**src/rtl/spectro_pkg.sv**
```systemverilog
// Shared constants and state encoding for the spectrogram readout path.
package spectro_pkg;
   localparam int unsigned TS_W     = 16;
   localparam int unsigned CH_W     = 7;
   localparam int unsigned DEPTH    = 16;
   localparam int unsigned ADDR_W   = 4;
   localparam int unsigned MEM_W    = TS_W + CH_W;
   localparam int unsigned BITCNT_W = $clog2(TS_W + 1);

   localparam logic [ADDR_W:0] DEPTH_CNT = (ADDR_W + 1)'(DEPTH);

   typedef enum logic [2:0] {
      IDLE     = 3'd0,
      PENDING  = 3'd1,
      FETCH    = 3'd2,
      LOAD     = 3'd3,
      SHIFT_TS = 3'd4,
      SHIFT_CH = 3'd5,
      NEXT     = 3'd6,
      RELEASE  = 3'd7
   } state_e;

   function automatic logic [ADDR_W:0] clamp_count(input logic [ADDR_W:0] c);
      return (c > DEPTH_CNT) ? DEPTH_CNT : c;
   endfunction
endpackage

```
**src/rtl/piso_shift.sv**
```systemverilog
// Loadable parallel-in/serial-out register, MSB first, with a remaining-bit
// counter; done_o marks the cycle in which the last bit is presented.
module piso_shift #(
   parameter int unsigned W     = 16,
   parameter int unsigned CNT_W = $clog2(W + 1)
) (
   input  logic             clk_i,
   input  logic             rst_i,
   input  logic             load_i,
   input  logic [W-1:0]     data_i,
   input  logic [CNT_W-1:0] len_i,
   output logic             ser_o,
   output logic             done_o
);
   logic [W-1:0]     sh_q, sh_d;
   logic [CNT_W-1:0] cnt_q, cnt_d;
   logic             ser_q, ser_d;

   // ser_q holds the bit currently on the line; sh_q holds the bits still queued.
   always_comb begin
      sh_d  = sh_q;
      cnt_d = cnt_q;
      ser_d = ser_q;
      if (load_i) begin
         ser_d = data_i[W-1];
         sh_d  = {data_i[W-2:0], 1'b0};
         cnt_d = len_i;
      end else if (cnt_q > CNT_W'(1)) begin
         ser_d = sh_q[W-1];
         sh_d  = {sh_q[W-2:0], 1'b0};
         cnt_d = cnt_q - CNT_W'(1);
      end else if (cnt_q == CNT_W'(1)) begin
         ser_d = 1'b0;
         cnt_d = '0;
      end
   end

   always_ff @(posedge clk_i or posedge rst_i) begin
      if (rst_i) begin
         sh_q  <= '0;
         cnt_q <= '0;
         ser_q <= 1'b0;
      end else begin
         sh_q  <= sh_d;
         cnt_q <= cnt_d;
         ser_q <= ser_d;
      end
   end

   assign ser_o  = ser_q;
   assign done_o = (cnt_q == CNT_W'(1));
endmodule

```
**src/rtl/bank_serial_sender.sv**
```systemverilog
// Bank readout stage: waits for host request on a full bank, serialises each
// {timestamp, channel} event MSB first with framing strobes, then releases the bank.
module bank_serial_sender
   import spectro_pkg::*;
(
   input  logic              input_serial_readout_clk,
   input  logic              reset,
   input  logic              bank_full,
   input  logic [ADDR_W:0]   entry_count,
   input  logic              serial_readout,
   output logic              mem_rd_en,
   output logic [ADDR_W-1:0] mem_addr,
   output logic              mem_bank,
   input  logic [MEM_W-1:0]  mem_data,
   output logic              serial_out,
   output logic              SL_time,
   output logic              SL_ch,
   output logic              sending_pending,
   output logic              sending_started,
   output logic              sending_data,
   output logic              bank_released,
   output logic              read_bank,
   output logic [2:0]        state_reg_FSM
);
   state_e              state_q, state_d;
   logic [ADDR_W-1:0]   idx_q, idx_d;
   logic [ADDR_W:0]     count_q, count_d;
   logic [CH_W-1:0]     ch_q, ch_d;
   logic                rd_q, rd_d;
   logic [ADDR_W-1:0]   addr_q, addr_d;
   logic                slt_q, slt_d;
   logic                slc_q, slc_d;
   logic                pend_q, pend_d;
   logic                start_q, start_d;
   logic                busy_q, busy_d;
   logic                rel_q, rel_d;
   logic                rb_q, rb_d;

   logic                piso_load;
   logic [TS_W-1:0]     piso_data;
   logic [BITCNT_W-1:0] piso_len;
   logic                piso_ser;
   logic                piso_done;

   piso_shift #(.W(TS_W), .CNT_W(BITCNT_W)) u_piso (
      .clk_i  (input_serial_readout_clk),
      .rst_i  (reset),
      .load_i (piso_load),
      .data_i (piso_data),
      .len_i  (piso_len),
      .ser_o  (piso_ser),
      .done_o (piso_done)
   );

   always_comb begin
      state_d   = state_q;
      idx_d     = idx_q;
      count_d   = count_q;
      ch_d      = ch_q;
      piso_load = 1'b0;
      piso_data = mem_data[MEM_W-1 -: TS_W];
      piso_len  = BITCNT_W'(TS_W);
      case (state_q)
         IDLE:     if (bank_full) state_d = PENDING;
         PENDING:  if (serial_readout) begin
                      count_d = clamp_count(entry_count);
                      idx_d   = '0;
                      state_d = (count_d == '0) ? RELEASE : FETCH;
                   end
         FETCH:    state_d = LOAD;
         LOAD: begin
            piso_load = 1'b1;
            ch_d      = mem_data[CH_W-1:0];
            state_d   = SHIFT_TS;
         end
         // Channel bits are reloaded left-aligned on the last timestamp bit so the
         // two phases run back to back with no gap on serial_out.
         SHIFT_TS: if (piso_done) begin
                      piso_load = 1'b1;
                      piso_data = {ch_q, {(TS_W - CH_W){1'b0}}};
                      piso_len  = BITCNT_W'(CH_W);
                      state_d   = SHIFT_CH;
                   end
         SHIFT_CH: if (piso_done) state_d = NEXT;
         NEXT: begin
            if (({1'b0, idx_q} + (ADDR_W + 1)'(1)) == count_q) begin
               state_d = RELEASE;
            end else begin
               idx_d   = idx_q + ADDR_W'(1);
               state_d = FETCH;
            end
         end
         RELEASE: begin
            idx_d   = '0;
            state_d = IDLE;
         end
         default:  state_d = IDLE;
      endcase

      // Outputs are registered against the state being entered.
      rd_d    = (state_d == FETCH);
      addr_d  = rd_d ? idx_d : '0;
      slt_d   = (state_d == SHIFT_TS);
      slc_d   = (state_d == SHIFT_CH);
      pend_d  = (state_d == PENDING);
      start_d = (state_q == PENDING) && (state_d != PENDING);
      busy_d  = (state_d != IDLE) && (state_d != PENDING);
      rel_d   = (state_d == RELEASE) && (state_q != RELEASE);
      rb_d    = rel_d ? ~rb_q : rb_q;
   end

   always_ff @(posedge input_serial_readout_clk or posedge reset) begin
      if (reset) begin
         state_q <= IDLE;
         idx_q   <= '0;
         count_q <= '0;
         ch_q    <= '0;
         rd_q    <= 1'b0;
         addr_q  <= '0;
         slt_q   <= 1'b0;
         slc_q   <= 1'b0;
         pend_q  <= 1'b0;
         start_q <= 1'b0;
         busy_q  <= 1'b0;
         rel_q   <= 1'b0;
         rb_q    <= 1'b0;
      end else begin
         state_q <= state_d;
         idx_q   <= idx_d;
         count_q <= count_d;
         ch_q    <= ch_d;
         rd_q    <= rd_d;
         addr_q  <= addr_d;
         slt_q   <= slt_d;
         slc_q   <= slc_d;
         pend_q  <= pend_d;
         start_q <= start_d;
         busy_q  <= busy_d;
         rel_q   <= rel_d;
         rb_q    <= rb_d;
      end
   end

   assign mem_rd_en       = rd_q;
   assign mem_addr        = addr_q;
   assign mem_bank        = rb_q;
   assign serial_out      = piso_ser;
   assign SL_time         = slt_q;
   assign SL_ch           = slc_q;
   assign sending_pending = pend_q;
   assign sending_started = start_q;
   assign sending_data    = busy_q;
   assign bank_released   = rel_q;
   assign read_bank       = rb_q;
   assign state_reg_FSM   = state_q;
endmodule
```
**config.mk**
```make
export PLATFORM = sky130hd
export DESIGN_NAME = bank_serial_sender
export DESIGN_NICKNAME = d
export VERILOG_FILES = /design/src/rtl/spectro_pkg.sv /design/src/rtl/piso_shift.sv /design/src/rtl/bank_serial_sender.sv
export SDC_FILE = /design/constraint.sdc
export NUM_CORES = 1
export LEC_CHECK = 0
export ABC_AREA = 1
export ABC_CLOCK_PERIOD_IN_PS = 3700
export CORE_MARGIN = 4
export CORE_UTILIZATION = 55
export CTS_BUF_LIST = sky130_fd_sc_hd__clkbuf_2
export DETAILED_ROUTE_END_ITERATION = 8
export PLACE_DENSITY_LB_ADDON = 0.12
export SYNTH_ARGS = -nofsm -noshare
export SYNTH_HDL_FRONTEND = slang
export SYNTH_SLANG_ARGS = --single-unit
```
**constraint.sdc**
```tcl
create_clock -name input_serial_readout_clk -period 3.7 [get_ports input_serial_readout_clk]
set_input_delay 0.555 -clock input_serial_readout_clk [delete_from_list [all_inputs] [get_ports input_serial_readout_clk]]
set_output_delay 0.555 -clock input_serial_readout_clk [all_outputs]
set_load 0.02 [all_outputs]
```
After elaboration in Yosys (flattened, before gate mapping)
Index checks and enable logic that the tools add are counted.
Storage, ports and cells
  input port bits: 32
  flip-flop bits (word level): 53
Cells by class
  magnitude comparators: 2
  bitwise logic cells: 1
  add/subtract/negate cells: 3
  eq/ne operators: 16
  reduce and logical (&&, ||, !) cells: 9
  muxes and demuxes: 26
Operators by type and width (number)
  16-bit 2-to-1 mux: 4
  5-bit 2-to-1 mux: 6
  3-bit case mux with 8 select lines: 1
  3-bit equality test, second input constant: 7
  3-bit 2-to-1 mux: 6
  4-bit 2-to-1 mux: 3
  4-bit case mux with 3 select lines: 1
  3-bit by 2-bit equality test with 1-bit output, second input constant: 3
  3-bit by 1-bit equality test with 1-bit output, second input constant: 2
  3-bit nonzero test: 2
  4-bit by 1-bit adder with 5-bit output, second input constant: 1
  5-bit by 1-bit equality test with 1-bit output, second input constant: 1
  5-bit equality test: 1
  5-bit by 1-bit greater-than comparator with 1-bit output, second input constant: 1
  5-bit greater-than comparator, second input constant: 1
  5-bit logical NOT: 1
  5-bit by 1-bit subtractor with 5-bit output, second input constant: 1
  4-bit by 1-bit adder with 4-bit output, second input constant: 1
  1-bit 2-to-1 mux: 4
  1-bit logical AND: 3
  3-bit logical NOT: 1
  3-bit by 1-bit != test with 1-bit output, second input constant: 1
  3-bit != test, second input constant: 1
  1-bit case mux with 2 select lines: 1
  other kinds (3): 3

Logic depth before layout (Yosys ltp)
Gate-level depths: netlist (run 1).
  depth after elaboration: 8
  gate-level depth with buffers: 12
  gate-level depth less buffers: 12

Cells and area by module
Synthesis (run 1) repeated with hierarchy kept, for this count alone.
Second synthesis, totals
  cell total of the unflattened synthesis: 365
  area, all modules: 2788.9 sq um
By module, submodules not included
  bank_serial_sender: seq. area each 775.7 sq um, area an instance 1646.6 sq um, times used 1, cells each 207
  piso_shift: seq. area each 525.5 sq um, area an instance 1142.3 sq um, times used 1, cells each 158

Least setup slack after synthesis (run 1)
OpenSTA, ideal clock, no wires.
  path kind: in2reg
  start: input idx_q[1]
  end: register rb_q, in the netlist mem_bank
  arrival: 1.501 ns
  setup slack: 2.081 ns
  cell stages on the path: 10
  buffers on the path: 0
  path through: dfrtp_1 -> ha_1 -> xnor2_1 -> nand3_1 -> nor2_1 -> nand3_2 -> nand3_2 -> nand3_1 -> nand2_1 -> nand2_1
Between the ends
  cells in the longest elaborated chain, start to end: 6
Ends and longest elaborated chain
  start, declared: RTL line bank_serial_sender.sv:26  | logic [ADDR_W-1:0] idx_q, idx_d;
  4-bit by 1-bit adder with 5-bit output: RTL line bank_serial_sender.sv:86  | if (({1'b0, idx_q} + (ADDR_W + 1)'(1)) == count_q) begin
  5-bit equality test: RTL line bank_serial_sender.sv:86
  3-bit 2-to-1 mux: RTL line bank_serial_sender.sv:86
  3-bit case mux with 8 select lines: RTL line bank_serial_sender.sv:63  | case (state_q)
  via state_d[0]: RTL line bank_serial_sender.sv:25  | state_e state_q, state_d;
  3-bit equality test: RTL line bank_serial_sender.sv:108  | rel_d = (state_d == RELEASE) && (state_q != RELEASE);
  1-bit logical AND: RTL line bank_serial_sender.sv:108
  end signal, assigned: RTL line bank_serial_sender.sv:140  | rb_q <= rb_d;
  end, declared: RTL line bank_serial_sender.sv:37  | logic rb_q, rb_d;
The timed path passes the listed nets, and every way through them passes these cells.
A chain may end at the register's enable or synchronous reset.

Worst setup path after layout (run 1)
  start: input state_reg_FSM[1]
  end: output state_reg_FSM[1]
RTL lines
  start, declared: RTL line bank_serial_sender.sv:23  | output logic [2:0] state_reg_FSM
No word-level cell between the ends.

==> results.toml, run 1 <==
[outcome]
outcome = "complete, no violations"

[critical_path]
rr_worst_depth = 9
cp_num_buf_inv = 1
worstPathMaxFanout = 6
crit_start = "state_reg_FSM[1]$_DFF_PP0_"
cp.required_ps = 3140
cp-endpoint = "state_reg_FSM[1]"
rrSetupSlack_ps = 1780
path_depth = 1
rr_startpoint = "idx_q[0]$_DFF_PP0_"
max_stage_delay_ps = 670
cp-start-kind = "flop"
crit_path_end_kind = "primary output"
cp.arrival_ps = 1690
cpLargestDelayFamily = "buffers and inverters"
cp_cell_sequence = "clkdlybuf4s50_1"
r2r_end = "mem_bank$_DFFE_PP0P_"
critical_path_class = "flop to primary output"
crit_slowest_cell = "clkdlybuf4s50_1"

[die]
die_w_um = 75.15
top_level_ports = 49
coreArea_mm2 = 0.004354
die_h_um = 75.15
num_rows = 24
die_area_mm2 = 0.005648
initial_utilization_pct = 56.95

[detailed_routing]
drt-initial-drc-count = 100
drt.antenna.violating_nets = 0
first_pass_iters = 4
viasPerCell = 5.235
wl_per_cell_um = 12.72
drc = 0
vias = 1979
wirelength_um = 4808

[power]
power.density_mw_per_mm2 = 753.3
seq_power_share_pct = 42.4
internal_power_mw = 1.295
comb_power_share_pct = 46.8
ir_drop_mv = 0.4722
power_switching_uw = 977.7
p_leak_nw = 1.418
sw_frac_of_total_pct = 43.03
p_clk_share_pct = 10.7

[sta]
rsz0062_at_grt = "false"
tns_ps = 0
hold_ws_ps = 521.3
period_minus_slack_ps = 2244
finalCritPeriodShare_pct = 60.64
tightest_slew_ps = 1037
setup_viol = 0
finClkSkew_ps = 35.82
finalHoldViolations = 0
relSlewSlack_pct = 30.74
maxSlewViolCount = 0
fmax_mhz = 445.7

[layout]
final_nets = 360
stdcell_count = 378
syn_to_final_growth_pct = 21.64
final_layout_size_suffix_gt1_share_pct = 9.816
multiInputGateArea_mm2 = 0.001012
antenna_cells = 0
n_fill_cell = 359
regArea_mm2 = 0.001301

[synth]
yosysWarnings = 0
postSynthAreaPerCell_um2 = 8.953
async_flop_share_pct = 100.0
synth_edf_count = 0
ys.flop_type = "dfrtp_1"
synth-seq-cells = 52
syn-cell-area_mm2 = 0.002480
yosysSeqAreaShare_pct = 52.47
syn-num-nets = 312
yosys.cell_types.count = 32
netlist_instances = 277

[grt]
grt_pass1_wl_um = 8142
grtUsageMet3_pct = 4.272
grt_busiest_layer = "met2"
grt_usage_pct = 18.88
grt_start_max_net_pins = 53
grtUsageMet1_pct = 24.94
grtUsageMet2_pct = 31.43
gr-total-overflow = 0
antenna_found_initial = 0
grt_pass1_vias = 1852

[clocking]
cts_resized = 0
cts_tree = "yes"
cts_setup_buffers = 0
clock-sinks = 52
holdBufCountCts = 0
clk_latency_ps = 460
cts.path.max_buffers = 2
clkTransAtPathRegs_ps = 260
numCtsBuffers = 5
cts-root-buf = "clkbuf_2"
htree_levels = 2

[placed_design]
hpwl_um = 3538
gp_congestion = 0.7462
portBuffers = 48
place_inst = 370

[hold_path]
whs_path_depth = 2
hold_path.class = "flop to flop"

[job]
drv_cap = 0
[final cells by class]
| type | count | area share (%) |
|---|---|---|
| multi-input combinational | 190 | 33.55 |
| inverter | 28 | 3.567 |
| clock inverter | 3 | 0.8295 |
| clock buffer | 5 | 0.8295 |
| timing repair buffer | 48 | 15.93 |
| sequential | 52 | 43.14 |
| tap | 52 | 2.157 |
[layer usage]
metal  wire, µm  up-vias  part of all wire [%]
met4         60        0                   1.2
met2       2275       37                    47
met5          0        -                     0
met1       2257      932                    47
li1           -     1004                     -
met3        215        6                   4.5
[placed cells by master, fill, tap and decap left out, types with 7 or more instances in the layout]
cell / netlist / final
nand2_1: 81 / 81
dfrtp_1: 52 / 52
clkdlybuf4s50_1: 0 / 48
nor2_1: 30 / 30
inv_1: 21 / 20
nand3_1: 18 / 18
o21ai_0: 11 / 11
inv_2: 6 / 7
nand4_1: 7 / 7
[state kept, by name, summed over array words and instances, names as in the netlist]
name,cells
ch_q,7
sending_data,1
bank_released,1
mem_addr,4
count_q,5
sending_started,1
mem_rd_en,1
idx_q,4
sending_pending,1
state_reg_FSM,3
mem_bank,1
u_piso.cnt_q,5
u_piso.sh_q,15
SL_ch,1
u_piso.ser_o,1
SL_time,1
[cell families (layout without fill, tap and decap cells)]
family / Yosys count / count (layout) / share of synthesized area (%)
xor+xnor: 4 / 4 / 1.413
compound gates: 33 / 33 / 9.838
simple gates: 150 / 150 / 28.05
flops: 52 / 52 / 52.47
fa+ha+maj: 3 / 3 / 1.514
buf+inv: 35 / 84 / 6.710
[tightest hold or removal path: stages (launching register included)]
cell	delay, ps
dfrtp_1	400
nand2_1	60
nand2_1	50
[stage by stage]
| stage | power [mW] | utilization, % | area, µm² | setup WS (ps) |
|---|---|---|---|---|
| floorplan | 1.785 | - | 2480 | 1887 |
| global placement | 2.007 | 68.13 | 2967 | 1813 |
| detailed placement | 2.048 | 68.13 | 2967 | 1777 |
| CTS | 2.293 | 69.28 | 3017 | 1428 |
| global route | 2.471 | 69.28 | 3017 | 1375 |
| finish | 2.272 | 69.28 | 3017 | 1456 |
[power by group through the flow]
stage | clock network [mW] | logic [mW] | registers [mW]
after floorplan | 0 | 0.790 | 0.995
after global placement | 0 | 1.04 | 0.966
after detailed placement | 0 | 1.07 | 0.976
after CTS | 0.252 | 1.08 | 0.965
after global routing | 0.271 | 1.20 | 1.00
final | 0.243 | 1.06 | 0.964
[cells in the mapped netlist, types with 2 or more instances]
cell type | number | area share (%)
ha_1 | 3 | 1.5
a21oi_1 | 2 | 0.40
inv_1 | 21 | 3.2
dfrtp_1 | 52 | 52
xnor2_1 | 2 | 0.71
nor2_1 | 30 | 4.5
o21ai_0 | 11 | 2.2
nand2_4 | 3 | 1.4
xor2_1 | 2 | 0.71
a22o_1 | 2 | 0.71
a31oi_2 | 5 | 2.5
nor3_2 | 2 | 0.81
nand4_1 | 7 | 1.8
a31oi_1 | 4 | 1.0
nor3_1 | 3 | 0.61
nand3_1 | 18 | 3.6
a41oi_1 | 5 | 1.8
nand2_1 | 81 | 12
nand3_2 | 4 | 1.6
buf_2 | 3 | 0.61
inv_2 | 6 | 0.91
[worst min path at each step]
stage | from | endpoint | slack, ps
final | ch_q[3]$_DFFE_PP0P_ | ch_q[3]$_DFFE_PP0P_ | 520
after global routing | u_piso.cnt_q[0]$_DFFE_PP0P_ | u_piso.cnt_q[0]$_DFFE_PP0P_ | 550
after CTS | ch_q[5]$_DFFE_PP0P_ | ch_q[5]$_DFFE_PP0P_ | 520
after detailed placement | ch_q[5]$_DFFE_PP0P_ | ch_q[5]$_DFFE_PP0P_ | 470
after global placement | ch_q[4]$_DFFE_PP0P_ | ch_q[4]$_DFFE_PP0P_ | 470
after floorplan | ch_q[0]$_DFFE_PP0P_ | ch_q[0]$_DFFE_PP0P_ | 450
Power figures use the tool's default switching activity.
==> run 2: changes to the inputs <==
--- a/config.mk
+++ b/config.mk
@@ -6,9 +6,9 @@
 export NUM_CORES = 1
 export LEC_CHECK = 0
 export ABC_AREA = 1
-export ABC_CLOCK_PERIOD_IN_PS = 3700
+export ABC_CLOCK_PERIOD_IN_PS = 1900
 export CORE_MARGIN = 4
-export CORE_UTILIZATION = 55
+export CORE_UTILIZATION = 48
 export CTS_BUF_LIST = sky130_fd_sc_hd__clkbuf_2
 export DETAILED_ROUTE_END_ITERATION = 8
 export PLACE_DENSITY_LB_ADDON = 0.12
==> constraint.sdc (replaced) <==
create_clock -name input_serial_readout_clk -period 1.9 [get_ports input_serial_readout_clk]
set_input_delay 0.285 -clock input_serial_readout_clk [delete_from_list [all_inputs] [get_ports input_serial_readout_clk]]
set_output_delay 0.285 -clock input_serial_readout_clk [all_outputs]
set_load 0.02 [all_outputs]
==> run 2 against run 1 <==
Worst hold slack got worse by 350 ps; first-iteration DRC count decreased by 5.0%; utilization decreased by 4.2 points; critical endpoint is now state_reg_FSM[0]; via count increased by 2.5%; non-clock buffer count increased by 9; sequential cell count unchanged; sequential share of layout area decreased by 1.7 points; largest cell class unchanged; total power increased by 100%; combinational power increased by 120%.
==> results.toml, run 2 (synthesis results as in run 1) <==
[detailed_routing]
drt-initial-drc-count = 95
viasPerCell = 5.047
vias = 2029
wl_per_cell_um = 12.68
drc = 0
wirelength_um = 5097
first_pass_iters = 5
wl_met1_um = 2367
drt.antenna.violating_nets = 0
top_layer_used = "met4"
wl_met2_um = 2375
dr_wl_met3_um = 237

[power]
internal_power_mw = 2.637
p_leak_nw = 1.469
ir_drop_mv = 0.8302
sw_frac_of_total_pct = 42.35
power_switching_mw = 1.938
p_clk_share_pct = 9.3
comb_power_share_pct = 50.1
power.density_mw_per_mm2 = 1451
seq_power_share_pct = 40.6

[layout]
stdcell_count = 402
final_nets = 369
max_flop_register = "u_piso.sh_q"
final_layout_size_suffix_gt1_share_pct = 14.93
antenna_cells = 0
largest_reg_flops = 15
post-route-util_pct = 65.03
reg_top3 = "u_piso.sh_q x15, ch_q x7"
final_common_cell = "nand2_1"
n_fill_cell = 413
syn_to_final_growth_pct = 27.14
layout_common_cells = "78 x nand2_1, 49 x dfrtp_1, 48 x clkdlybuf4s50_1, 29 x nor2_1, 20 x inv_1"

[sta]
maxSlewViolCount = 0
finalHoldViolations = 0
period_minus_slack_ps = 1813
finalCritPeriodShare_pct = 95.41
fmax_mhz = 551.6
finClkSkew_ps = 17.90
hold_ws_ps = 170.3
tns_ps = 0
relSlewSlack_pct = 78.12
setup_viol = 0
tightest_slew_ps = 327.1

[critical_path]
crit_slowest_cell = "clkdlybuf4s50_1"
cp-start-kind = "flop"
cp.arrival_ps = 1530
max_stage_delay_ps = 630
cp_cell_sequence = "clkdlybuf4s50_1"
critical_path_class = "flop to primary output"
cpLargestDelayFamily = "buffers and inverters"
worstPathMaxFanout = 5
crit_path_end_kind = "primary output"
cp_num_buf_inv = 1
cp.required_ps = 1620

[die]
die_area_mm2 = 0.006380
num_rows = 25
coreArea_mm2 = 0.004848
initial_utilization_pct = 51.15
die_w_um = 79.88
top_level_ports = 49
die_h_um = 79.88

[hold_path]
hold_path.class = "primary input to async pin"

[clocking]
clk_latency_ps = 430
cts.path.max_buffers = 2
numCtsBuffers = 5
htree_levels = 2
clock-sinks = 52
cts-root-buf = "clkbuf_2"
clkTransAtPathRegs_ps = 240
holdBufCountCts = 0
cts_tree = "yes"

[placed_design]
hpwl_um = 3589
gp_congestion = 0.8329
portBuffers = 48
place_inst = 390

[outcome]
outcome = "complete, no violations"

[grt]
grt_pass1_vias = 2007
grt_pass1_wl_um = 8790
grt_start_max_net_pins = 53
antenna_found_initial = 0
grt_usage_pct = 17.64
gr-total-overflow = 0

[job]
drv_cap = 0
## run 2: cell count changes in the layout (fill, tap and decap cells not counted), moves of 2 or more
| cell | change |
|---|---|
| dfrtp_2 | +3 |
| nand3_4 | +3 |
| nand2_1 | -3 |
| dfrtp_1 | -3 |
| buf_4 | +8 |
| clkbuf_2 | +2 |
| inv_6 | -2 |
| nand2_2 | +3 |
| nand3_1 | -2 |
## run 2: path summary, 6_finish.rpt
| path | start | end | slack, ps | cells past startpoint |
|---|---|---|---|---|
| worst max register to register | idx_q[1]$_DFF_PP0_ | mem_bank$_DFFE_PP0P_ | 120 | 10 |
| worst min-delay path | reset | mem_addr[1]$_DFF_PP0_ | 170 | 3 |
| worst max-delay path | state_reg_FSM[0]$_DFF_PP0_ | state_reg_FSM[0] | 90 | 1 |
| worst min register to register | u_piso.cnt_q[0]$_DFFE_PP0P_ | u_piso.cnt_q[0]$_DFFE_PP0P_ | 510 | 1 |
| min in group input_serial_readout_clk | mem_data[5] | ch_q[5]$_DFFE_PP0P_ | 350 | 3 |
| max in group asynchronous | reset | state_reg_FSM[1]$_DFF_PP0_ | 1480 | 3 |
## run 2: metrics by stage
step | instance area (µm²) | power, mW | setup WS, ps
floorplan | 2480 | 3.477 | 281.4
global placement | 3035 | 3.966 | 195.8
detailed placement | 3035 | 4.033 | 154.7
CTS | 3077 | 4.474 | 23.31
global route | 3153 | 4.989 | -1.527
finish | 3153 | 4.575 | 87.22
## run 2: power groups by stage
stage | logic [mW] | registers [mW] | clock network, mW
2_1_floorplan | 1.54 | 1.94 | 0
3_3_place_gp | 2.09 | 1.87 | 0
3_5_place_dp | 2.15 | 1.88 | 0
4_1_cts | 2.17 | 1.86 | 0.443
5_1_grt | 2.57 | 1.93 | 0.485
6_report | 2.29 | 1.86 | 0.426
## run 2: cell type report
type,count,area (µm²),area share (%)
Timing Repair Buffer,57,560.5,17.78
Clock buffer,7,35.03,1.111
Inverter,28,107.6,3.413
Multi-Input combinational cell,190,1057,33.53
Tap cell,67,83.83,2.659
Sequential cell,52,1305,41.39
Clock inverter,1,3.754,0.1190
## run 2: what timing repair did
action	in CTS	in global routing
gates cloned	0	0
pin swaps	0	5
resized for setup	2	11
setup endpoints to repair	2	7
setup buffers	0	4
## run 2: routing by layer
metal | GRT usage (%) | vias to the layer above
li1 | - | 1030
met1 | 23.26 | 939
met2 | 27.80 | 47
met3 | 3.612 | 13
met4 | 8.277 | 0
met5 | 0 | -
## run 2: tightest hold or removal path: stages
cell	delay, ps
clkdlybuf4s50_1	410
inv_2	70
buf_12	260
==> run 3: changes to the inputs <==
--- a/config.mk
+++ b/config.mk
@@ -8,7 +8,7 @@
 export ABC_AREA = 1
 export ABC_CLOCK_PERIOD_IN_PS = 1900
 export CORE_MARGIN = 4
-export CORE_UTILIZATION = 48
+export CORE_UTILIZATION = 30
 export CTS_BUF_LIST = sky130_fd_sc_hd__clkbuf_2
 export DETAILED_ROUTE_END_ITERATION = 8
 export PLACE_DENSITY_LB_ADDON = 0.12
==> run 3 against run 2 <==
First-iteration DRC count down 27%; setup slack better by 14 ps; non-clock buffer count down 1; final area up 1.3%; sequential cell count unchanged; via count down 3.1%; maximum frequency up 0.80%; sequential share of layout area down 0.59 points; utilization down 25 points; total power up 1.8%; global-route usage down 6.2 points; highest routed layer unchanged; wire length up 5.8%.
==> results.toml, run 3 (synthesis results as in run 1) <==
[outcome]
outcome = "complete, no violations"

[clocking]
cts-root-buf = "clkbuf_2"
numCtsBuffers = 5
cts.path.max_buffers = 2
cts_tree = "yes"
holdBufCountCts = 0
clock-sinks = 52
clk_latency_ps = 440
clkTransAtPathRegs_ps = 280
htree_levels = 2

[detailed_routing]
wl_per_cell_um = 12.37
first_pass_iters = 4
drt.antenna.violating_nets = 0
drt-initial-drc-count = 69
vias = 1967
viasPerCell = 4.511
drc = 0
wirelength_um = 5393

[layout]
antenna_cells = 0
post-route-util_pct = 40.51
final_nets = 368
final_common_cell = "nand2_1"
layout_common_cells = "81 x nand2_1, 50 x dfrtp_1, 47 x clkdlybuf4s50_1, 29 x nor2_1, 20 x inv_1"
max_flop_register = "u_piso.sh_q"
stdcell_count = 436
final_layout_size_suffix_gt1_share_pct = 13.17
reg_top3 = "u_piso.sh_q x15, ch_q x7"
largest_reg_flops = 15
syn_to_final_growth_pct = 28.86

[die]
die_h_um = 98.92
coreArea_mm2 = 0.007888
initial_utilization_pct = 31.44
die_w_um = 98.92
die_area_mm2 = 0.009785
top_level_ports = 49
num_rows = 32

[placed_design]
gp_congestion = 0.8217
place_inst = 425
hpwl_um = 3919
portBuffers = 48

[critical_path]
rrSetupSlack_ps = 160
cp_cell_sequence = "clkdlybuf4s50_1"
cp-start-kind = "flop"
worstPathMaxFanout = 2
cp.arrival_ps = 1510
max_stage_delay_ps = 630
cp_num_buf_inv = 1
crit_path_end_kind = "primary output"
critical_path_class = "flop to primary output"
r2r_end = "mem_bank$_DFFE_PP0P_"
crit_slowest_cell = "clkdlybuf4s50_1"
rr_worst_depth = 11
rr_startpoint = "idx_q[0]$_DFF_PP0_"
cpLargestDelayFamily = "buffers and inverters"
cp.required_ps = 1620

[power]
p_leak_nw = 1.474
ir_drop_mv = 0.4365
power.density_mw_per_mm2 = 1458

[grt]
grt_pass1_wl_um = 9135
grt_usage_pct = 11.42
gr-total-overflow = 0
grt_pass1_vias = 1923
antenna_found_initial = 0
grt_start_max_net_pins = 53

[sta]
relSlewSlack_pct = 75.47
setup_viol = 0
fmax_mhz = 556.1
maxSlewViolCount = 0
finalCritPeriodShare_pct = 94.65
tightest_slew_ps = 365.1
finClkSkew_ps = 26.11
finalHoldViolations = 0
period_minus_slack_ps = 1798
tns_ps = 0
hold_ws_ps = 146.7

[hold_path]
hold_path.class = "primary input to async pin"

[job]
drv_cap = 0
-- run 3: what timing repair did --
action,4_1_cts,5_1_grt
pin swaps,0,1
setup endpoints to repair,2,20
gates resized for setup,3,5
setup buffers,0,3
-- run 3: final cells by class --
class,count,area (µm²)
timing repair buffer,56,551.8
inverter,28,110.1
clock buffer,5,25.02
tap,102,127.6
sequential,52,1304
clock inverter,3,42.54
fill,803,4692
multi-input combinational,190,1035
-- run 3: metrics by stage --
step	cell area [µm²]	power, mW	setup slack (ps)
final	3196	4.659	101.7
after global routing	3196	5.083	-5.190
after CTS	3148	4.650	16.49
after detailed placement	3079	4.060	140.8
after global placement	3079	4.025	187.6
after floorplan	2480	3.477	281.4
-- run 3: per-layer routing --
layer | GRT usage, % | share of wire (%) | vias to the layer above
met1 | 15.54 | 48 | 921
met3 | 2.406 | 2.8 | 5
met4 | 3.782 | 1.3 | 0
met2 | 18.08 | 47 | 26
met5 | 0 | 0 | -
li1 | - | - | 1015
-- run 3: worst max path at each step --
| stage | startpoint | endpoint | slack (ps) | cells past startpoint |
|---|---|---|---|---|
| after floorplan | idx_q[1]$_DFF_PP0_ | mem_bank$_DFFE_PP0P_ | 280 | 9 |
| after global placement | idx_q[1]$_DFF_PP0_ | mem_bank$_DFFE_PP0P_ | 190 | 9 |
| after detailed placement | u_piso.cnt_q[1]$_DFFE_PP0P_ | u_piso.sh_q[12]$_DFFE_PP0P_ | 140 | 10 |
| after CTS | state_reg_FSM[0]$_DFF_PP0_ | state_reg_FSM[0] | 20 | 1 |
| after global routing | idx_q[0]$_DFF_PP0_ | mem_bank$_DFFE_PP0P_ | -5 | 11 |
| final | u_piso.ser_o$_DFFE_PP0P_ | serial_out | 100 | 1 |
-- run 3: report_power, final --
part	internal, mW	switching [mW]
Clock	0.219	0.355
Combinational	0.935	1.30
Sequential	1.57	0.281
Total	2.73	1.93
==> variant 1: new RTL, config.mk and constraints of run 2 <==
Take the reset off `ch_q` and load it in a clocked block of its own.
--- a/src/rtl/bank_serial_sender.sv
+++ b/src/rtl/bank_serial_sender.sv
@@ -116,3 +116,2 @@
          count_q <= '0;
-         ch_q    <= '0;
          rd_q    <= 1'b0;
@@ -130,3 +129,2 @@
          count_q <= count_d;
-         ch_q    <= ch_d;
          rd_q    <= rd_d;
@@ -141,2 +139,6 @@
       end
+   end
+
+   always_ff @(posedge input_serial_readout_clk) begin
+      ch_q <= ch_d;
    end
Formal check against the unedited RTL: no difference found for any inputs over 10 cycles, from zero or initial values and one cycle with reset high; that may be too few to reach the edited logic, so the function may still have changed.
==> variant 1 against run 2 <==
- via count shrank 6.5%
- count of clock-buffer cells in the layout shrank 1
- routed wire length fell by 9.0%
- final area fell by 3.7%
- final cell count down 4.0%
- global-route usage decreased by 1.1 points
- total power fell by 7.3%
- worst setup slack gained 0.023 ns
- area after synthesis shrank 1.2%
- sequential cell count unchanged
- clock skew increased by 0.0064 ns
- critical path type unchanged
- critical endpoint is now state_reg_FSM[1]
- highest routed layer unchanged
==> variant 1: results (changes against run 2) <==
Layout
  – Final Non-Filler Cells: 386 (-4.0%)
  – Share of layout cells above drive strength 1: 9.404% (-5.5 points)
  – Nets: 353 (-4.3%)
  – Top flop regs: u_piso.sh_q: 15 flops, ch_q: 7 flops
  – Diodes inserted: 0 (unchanged)
  – Fill count: 430 (+4.1%)

Hold path
  – Min-delay worst type: input pin to async pin

Outcome
  – Status: complete, no violations

Logic synthesis
  – Post-synthesis sequential area ratio: 54.52% (+2.0 points)
  – Synthesis Warnings: 0 (unchanged)
  – Ys flop type: dfrtp_1
  – Syn_area_per_cell: 9.215 sq um (+2.9%)
  – Post-synth EDFFs: 7 (+7)
  – FFs w/ async S/R, synth: 86.54% (-13 points)
  – Top cells by area in the synthesized netlist: dfrtp_1 46%, nand2_1 11%, edfxtp_1 8.6%
  – Most instantiated cells after synthesis: 73 x nand2_1, 45 x dfrtp_1, 31 x nor2_1, 28 x inv_1, 13 x nand3_1
  – Post-synth net total: 301 (-3.5%)
  – Synth cell types: 33 (+3.1%)

Global route
  – Global-route wire length before repair: 8307 um (-5.5%)
  – Largest net degree at the start of global routing: 30 (-43%)
  – Gr usage total: 16.52% (-1.1 points)
  – Initial antenna violation count: 0 (unchanged)
  – Vias in the first global route: 1,927 (-4.0%)

STA
  – Worst Clk Skew: 0.02435 ns (+0.006447 ns)
  – Final TNS setup: 0 ns (unchanged)
  – Max_slew headroom: 74.89% (-3.2 points)

Routing
  – Router iterations before antenna repair: 4 (-1)
  – Post-DRT Antenna Nets: 0 (unchanged)
  – DRT Wirelength: 4640 um (-9.0%)
  – Routed vias/inst: 4.917 (-2.6%)
  – Initial DRC Count: 94 (-1.1%)

Clock tree
  – Root Buffer: clkbuf_2
  – Clock Pin Slew Worst Setup and Hold Paths: 0.24 ns (about the same)
  – Clock Path Buffers: 2 (unchanged)
  – Worst-skew pair later-pin latency: 0.42 ns
  – CTS Buf Count: 5 (unchanged)
  – H-tree levels: 2 (unchanged)

Placed design
  – Placed wire-length estimate: 3540 um (-1.4%)
  – Placed Cells: 378 (-3.1%)
  – GPL Wtd Cong: 0.8773 (+5.3%)
  – Setup Slack @ Placement: 0.1918 ns (+0.03711 ns)
  – IO Port Bufs: 48 (unchanged)

Pwr
  – Total Power: 4.239 mW (-7.3%)
  – Leakage power: 1.418 nW (-3.5%)
  – Biggest consumer: combinational cells
  – P_comb: 2.01 mW (-12%)
  – Maximum vdd drop: 0.0006140 V (-26%)
  – Sw Share: 41.67% (-0.68 points)
  – Clock share of power: 10.1% (+0.8 points)

Worst setup path
  – Critical Path Max Stage Delay: 0.64 ns
  – Top delay family on crit path: buffers and inverters
  – Crit-path slowest cell: clkdlybuf4s50_1
  – Worst Path Max Fanout: 5 (unchanged)
  – Worst EP arrival: 1.51 ns (-0.02 ns)
## variant 1: cell types whose count changed in the layout (fill, tap and decap cells not counted), moves of 4 or more
cell      delta
inv_1        +7
a31oi_2      -5
a31oi_1      +4
buf_4        -6
nand2_1      -5
dfrtp_1      -6
edfxtp_1     +7
## variant 1: cell type report
class	count	area, sq um	share of cell area (%)
clock inverters	2	11.26	0.3708
inverters	32	120.1	3.955
multi-input cells	176	937.1	30.86
well taps	67	83.83	2.761
clock buffers	6	30.03	0.9889
repair buffers	51	515.5	16.98
flip-flops and latches	52	1339	44.09
## variant 1: final timing paths
path	startpoint	to	slack (ns)	cells after the start
setup / recovery	state_reg_FSM[1]$_DFF_PP0_	state_reg_FSM[1]	0.11	1
hold / removal	reset	count_q[0]$_DFFE_PP0P_	0.12	2
setup reg to reg	idx_q[1]$_DFF_PP0_	mem_bank$_DFFE_PP0P_	0.16	9
hold reg to reg	ch_q[2]$_DFFE_PP_	u_piso.sh_q[12]$_DFFE_PP0P_	0.55	2
max in group asynchronous	reset	state_reg_FSM[0]$_DFF_PP0_	1.28	3
min in group input_serial_readout_clk	mem_data[1]	ch_q[1]$_DFFE_PP_	0.38	1
## variant 1: routing by layer
metal  vias up  global-route usage [%]  wire length (um)
met5         -                       0                 0
met4         0                   6.186                79
met3         7                   3.499               207
met2        53                   28.55              2272
met1       871                   20.15              2080
li1        967                       -                 -
## variant 1: logic make-up after synthesis
kind of cell	after synthesis	synth area share [%]
buffers and inverters	38	7.248
xor gates and xnor gates	4	1.430
AOI/OAI and AO/OA	31	8.678
DFF	52	54.52
and+or+nand+nor	138	26.60
adders and majority gates	3	1.532
## variant 1: repair_timing
item	in CTS	in global routing
resized for setup	0	2
hold buffers	0	0
setup endpoints to repair	0	2
buffers inserted	0	0
==> variant 2: new RTL, settings of run 2 <==
Without the edit above. Change the package constant `ADDR_W` from 4 to 2.
--- a/src/rtl/spectro_pkg.sv
+++ b/src/rtl/spectro_pkg.sv
@@ -5,3 +5,3 @@
    localparam int unsigned DEPTH    = 16;
-   localparam int unsigned ADDR_W   = 4;
+   localparam int unsigned ADDR_W   = 2;
    localparam int unsigned MEM_W    = TS_W + CH_W;
Ports: changed (resized entry_count and mem_addr); port bits go from 49 to 45. The function was not compared with the original's and may differ.
==> variant 2 against run 2 <==
- total power shrank 14%
- largest power group unchanged
- sequential share of layout area grew 0.38 points
- sequential power shrank 15%
- area after synthesis shrank 10%
- worst setup slack gained 0.022 ns
- routed wire length shrank 16%
- clock skew shrank 0.0045 ns
- count of clock-buffer cells in the layout is the same
- final area shrank 12%
- sequential cell count shrank 6
==> variant 2: results (changes against run 2) <==
Layout
  – Diodes inserted: 0 (unchanged)
  – Fill count: 384 (-7.0%)
  – Share of layout cells above drive strength 1: 11.82% (-3.1 points)
  – Nets: 346 (-6.2%)
  – Top flop regs: u_piso.sh_q: 15 flops, ch_q: 7 flops, u_piso.cnt_q: 5 flops

Worst setup path
  – Critical path startpoint: state_reg_FSM[1]$_DFF_PP0_
  – Reg-to-Reg Start: idx_q[0]$_DFF_PP0_
  – Worst EP arrival: 1.51 ns (-0.02 ns)
  – Worst R2R Setup Slack: 0.17 ns (+0.05 ns)

Global route
  – Vias in the first global route: 1,723 (-14%)
  – Gr usage total: 16.23% (-1.4 points)
  – Global-route wire length before repair: 7824 um (-11%)
  – Largest net degree at the start of global routing: 47 (-11%)

Routing
  – Router iterations before antenna repair: 4 (-1)
  – DRT Wirelength: 4274 um (-16%)
  – Initial DRC Count: 102 (+7.4%)

Pwr
  – Leakage power: 1.406 nW (-4.3%)
  – Maximum vdd drop: 0.0007550 V (-9.1%)
  – Int Pwr: 2.238 mW (-15%)

STA
  – Slew @ Worst Pin: 0.3035 ns (-0.02354 ns)
  – Worst Clk Skew: 0.01339 ns (-0.004512 ns)

Logic synthesis
  – Post-synthesis sequential area ratio: 51.57% (-0.90 points)
  – Synth Area in Compound Gates: 6.278% (-3.6 points)
  – Post-synthesis adder-cell area fraction: 1.682% (+0.17 points)
  – Ys flop type: dfrtp_1
  – Most instantiated cells after synthesis: 108 x nand2_1, 46 x dfrtp_1, 32 x inv_1, 13 x nor2_1, 12 x nand3_1
  – Synth Area in XOR/XNOR: 1.177% (-0.24 points)
  – Top cells by area in the synthesized netlist: dfrtp_1 52%, nand2_1 18%, inv_1 5.4%
  – Synth cell types: 28 (-13%)
  – Post-synth net total: 298 (-4.5%)

Outcome
  – Status: complete, no violations

Placed design
  – IO Port Bufs: 41 (-15%)
  – Setup Slack @ Placement: 0.1753 ns (+0.02064 ns)
  – Placed wire-length estimate: 3030 um (-16%)
  – GPL Wtd Cong: 0.8008 (-3.9%)

Clock tree
  – Worst-skew pair later-pin latency: 0.41 ns (-0.02 ns)
  – Clock Pin Slew Worst Setup and Hold Paths: 0.21 ns (-0.03 ns)
[variant 2: cell types whose count changed after synthesis, moves of 3 or more]
| cell | change |
|---|---|
| inv_1 | +11 |
| o21ai_2 | +5 |
| nand3_2 | -4 |
| nand2_1 | +27 |
| dfrtp_1 | -6 |
| nand2_4 | -3 |
| a31oi_2 | -5 |
| nand4_1 | -4 |
| nor3_1 | -3 |
| nor2_1 | -17 |
| a41oi_1 | -5 |
| nand3_1 | -6 |
[variant 2: layout make-up]
type | count | share of cell area, %
tap | 52 | 2.358
timing repair buffer | 46 | 16.78
inverter | 36 | 4.898
multi-input combinational | 178 | 32.93
sequential | 46 | 41.77
clock buffer | 7 | 1.270
[variant 2: layer usage]
layer / vias up / GRT usage (%) / share of wire, %
li1: 912 / - / -
met1: 786 / 23.05 / 50
met2: 28 / 23.20 / 42
met3: 5 / 5.556 / 5.7
met4: 0 / 5.245 / 1.5
met5: - / 0 / 0
[variant 2: how the worst max path moves through the flow]
stage / endpoint / slack [ns] / cells after the start
after CTS: state_reg_FSM[2] / 0.02 / 1
final: state_reg_FSM[1] / 0.11 / 1
after floorplan: mem_bank$_DFFE_PP0P_ / 0.35 / 7
after global placement: u_piso.sh_q[6]$_DFFE_PP0P_ / 0.24 / 10
after global routing: state_reg_FSM[1] / 0.001 / 1
after detailed placement: u_piso.sh_q[6]$_DFFE_PP0P_ / 0.18 / 10
[variant 2: cell families (layout without fill, tap and decap cells)]
kind of cell | count (synthesis) | after routing
and+or+nand+nor | 149 | 149
DFF | 46 | 46
buffers and inverters | 41 | 89
AOI/OAI and AO/OA | 23 | 23
adders and majority gates | 3 | 3
xor gates and xnor gates | 3 | 3
[variant 2: through the flow]
stage | power, mW | cell area [sq um] | hold WS [ns] | cells
after detailed placement | 3.577 | 2710 | 0.4626 | 357
after CTS | 3.983 | 2746 | 0.1712 | 364
after global placement | 3.532 | 2710 | 0.4546 | 357
after global routing | 4.364 | 2759 | 0.1636 | 365
final | 3.955 | 2759 | 0.1711 | 365
after floorplan | 3.057 | 2232 | 0.4016 | 265
[variant 2: power by group through the flow]
stage	sequential (mW)	combinational [mW]	clock, mW
after floorplan	1.71	1.35	0
after global placement	1.62	1.91	0
after detailed placement	1.63	1.95	0
after CTS	1.61	1.97	0.409
after global routing	1.63	2.28	0.449
final	1.58	1.98	0.392
[variant 2: timing repair]
action	in CTS	in global routing
endpoints found under the setup margin	1	5
hold endpoints to repair	0	0
buffers inserted	0	1
gates cloned	0	0
resized for setup	1	2
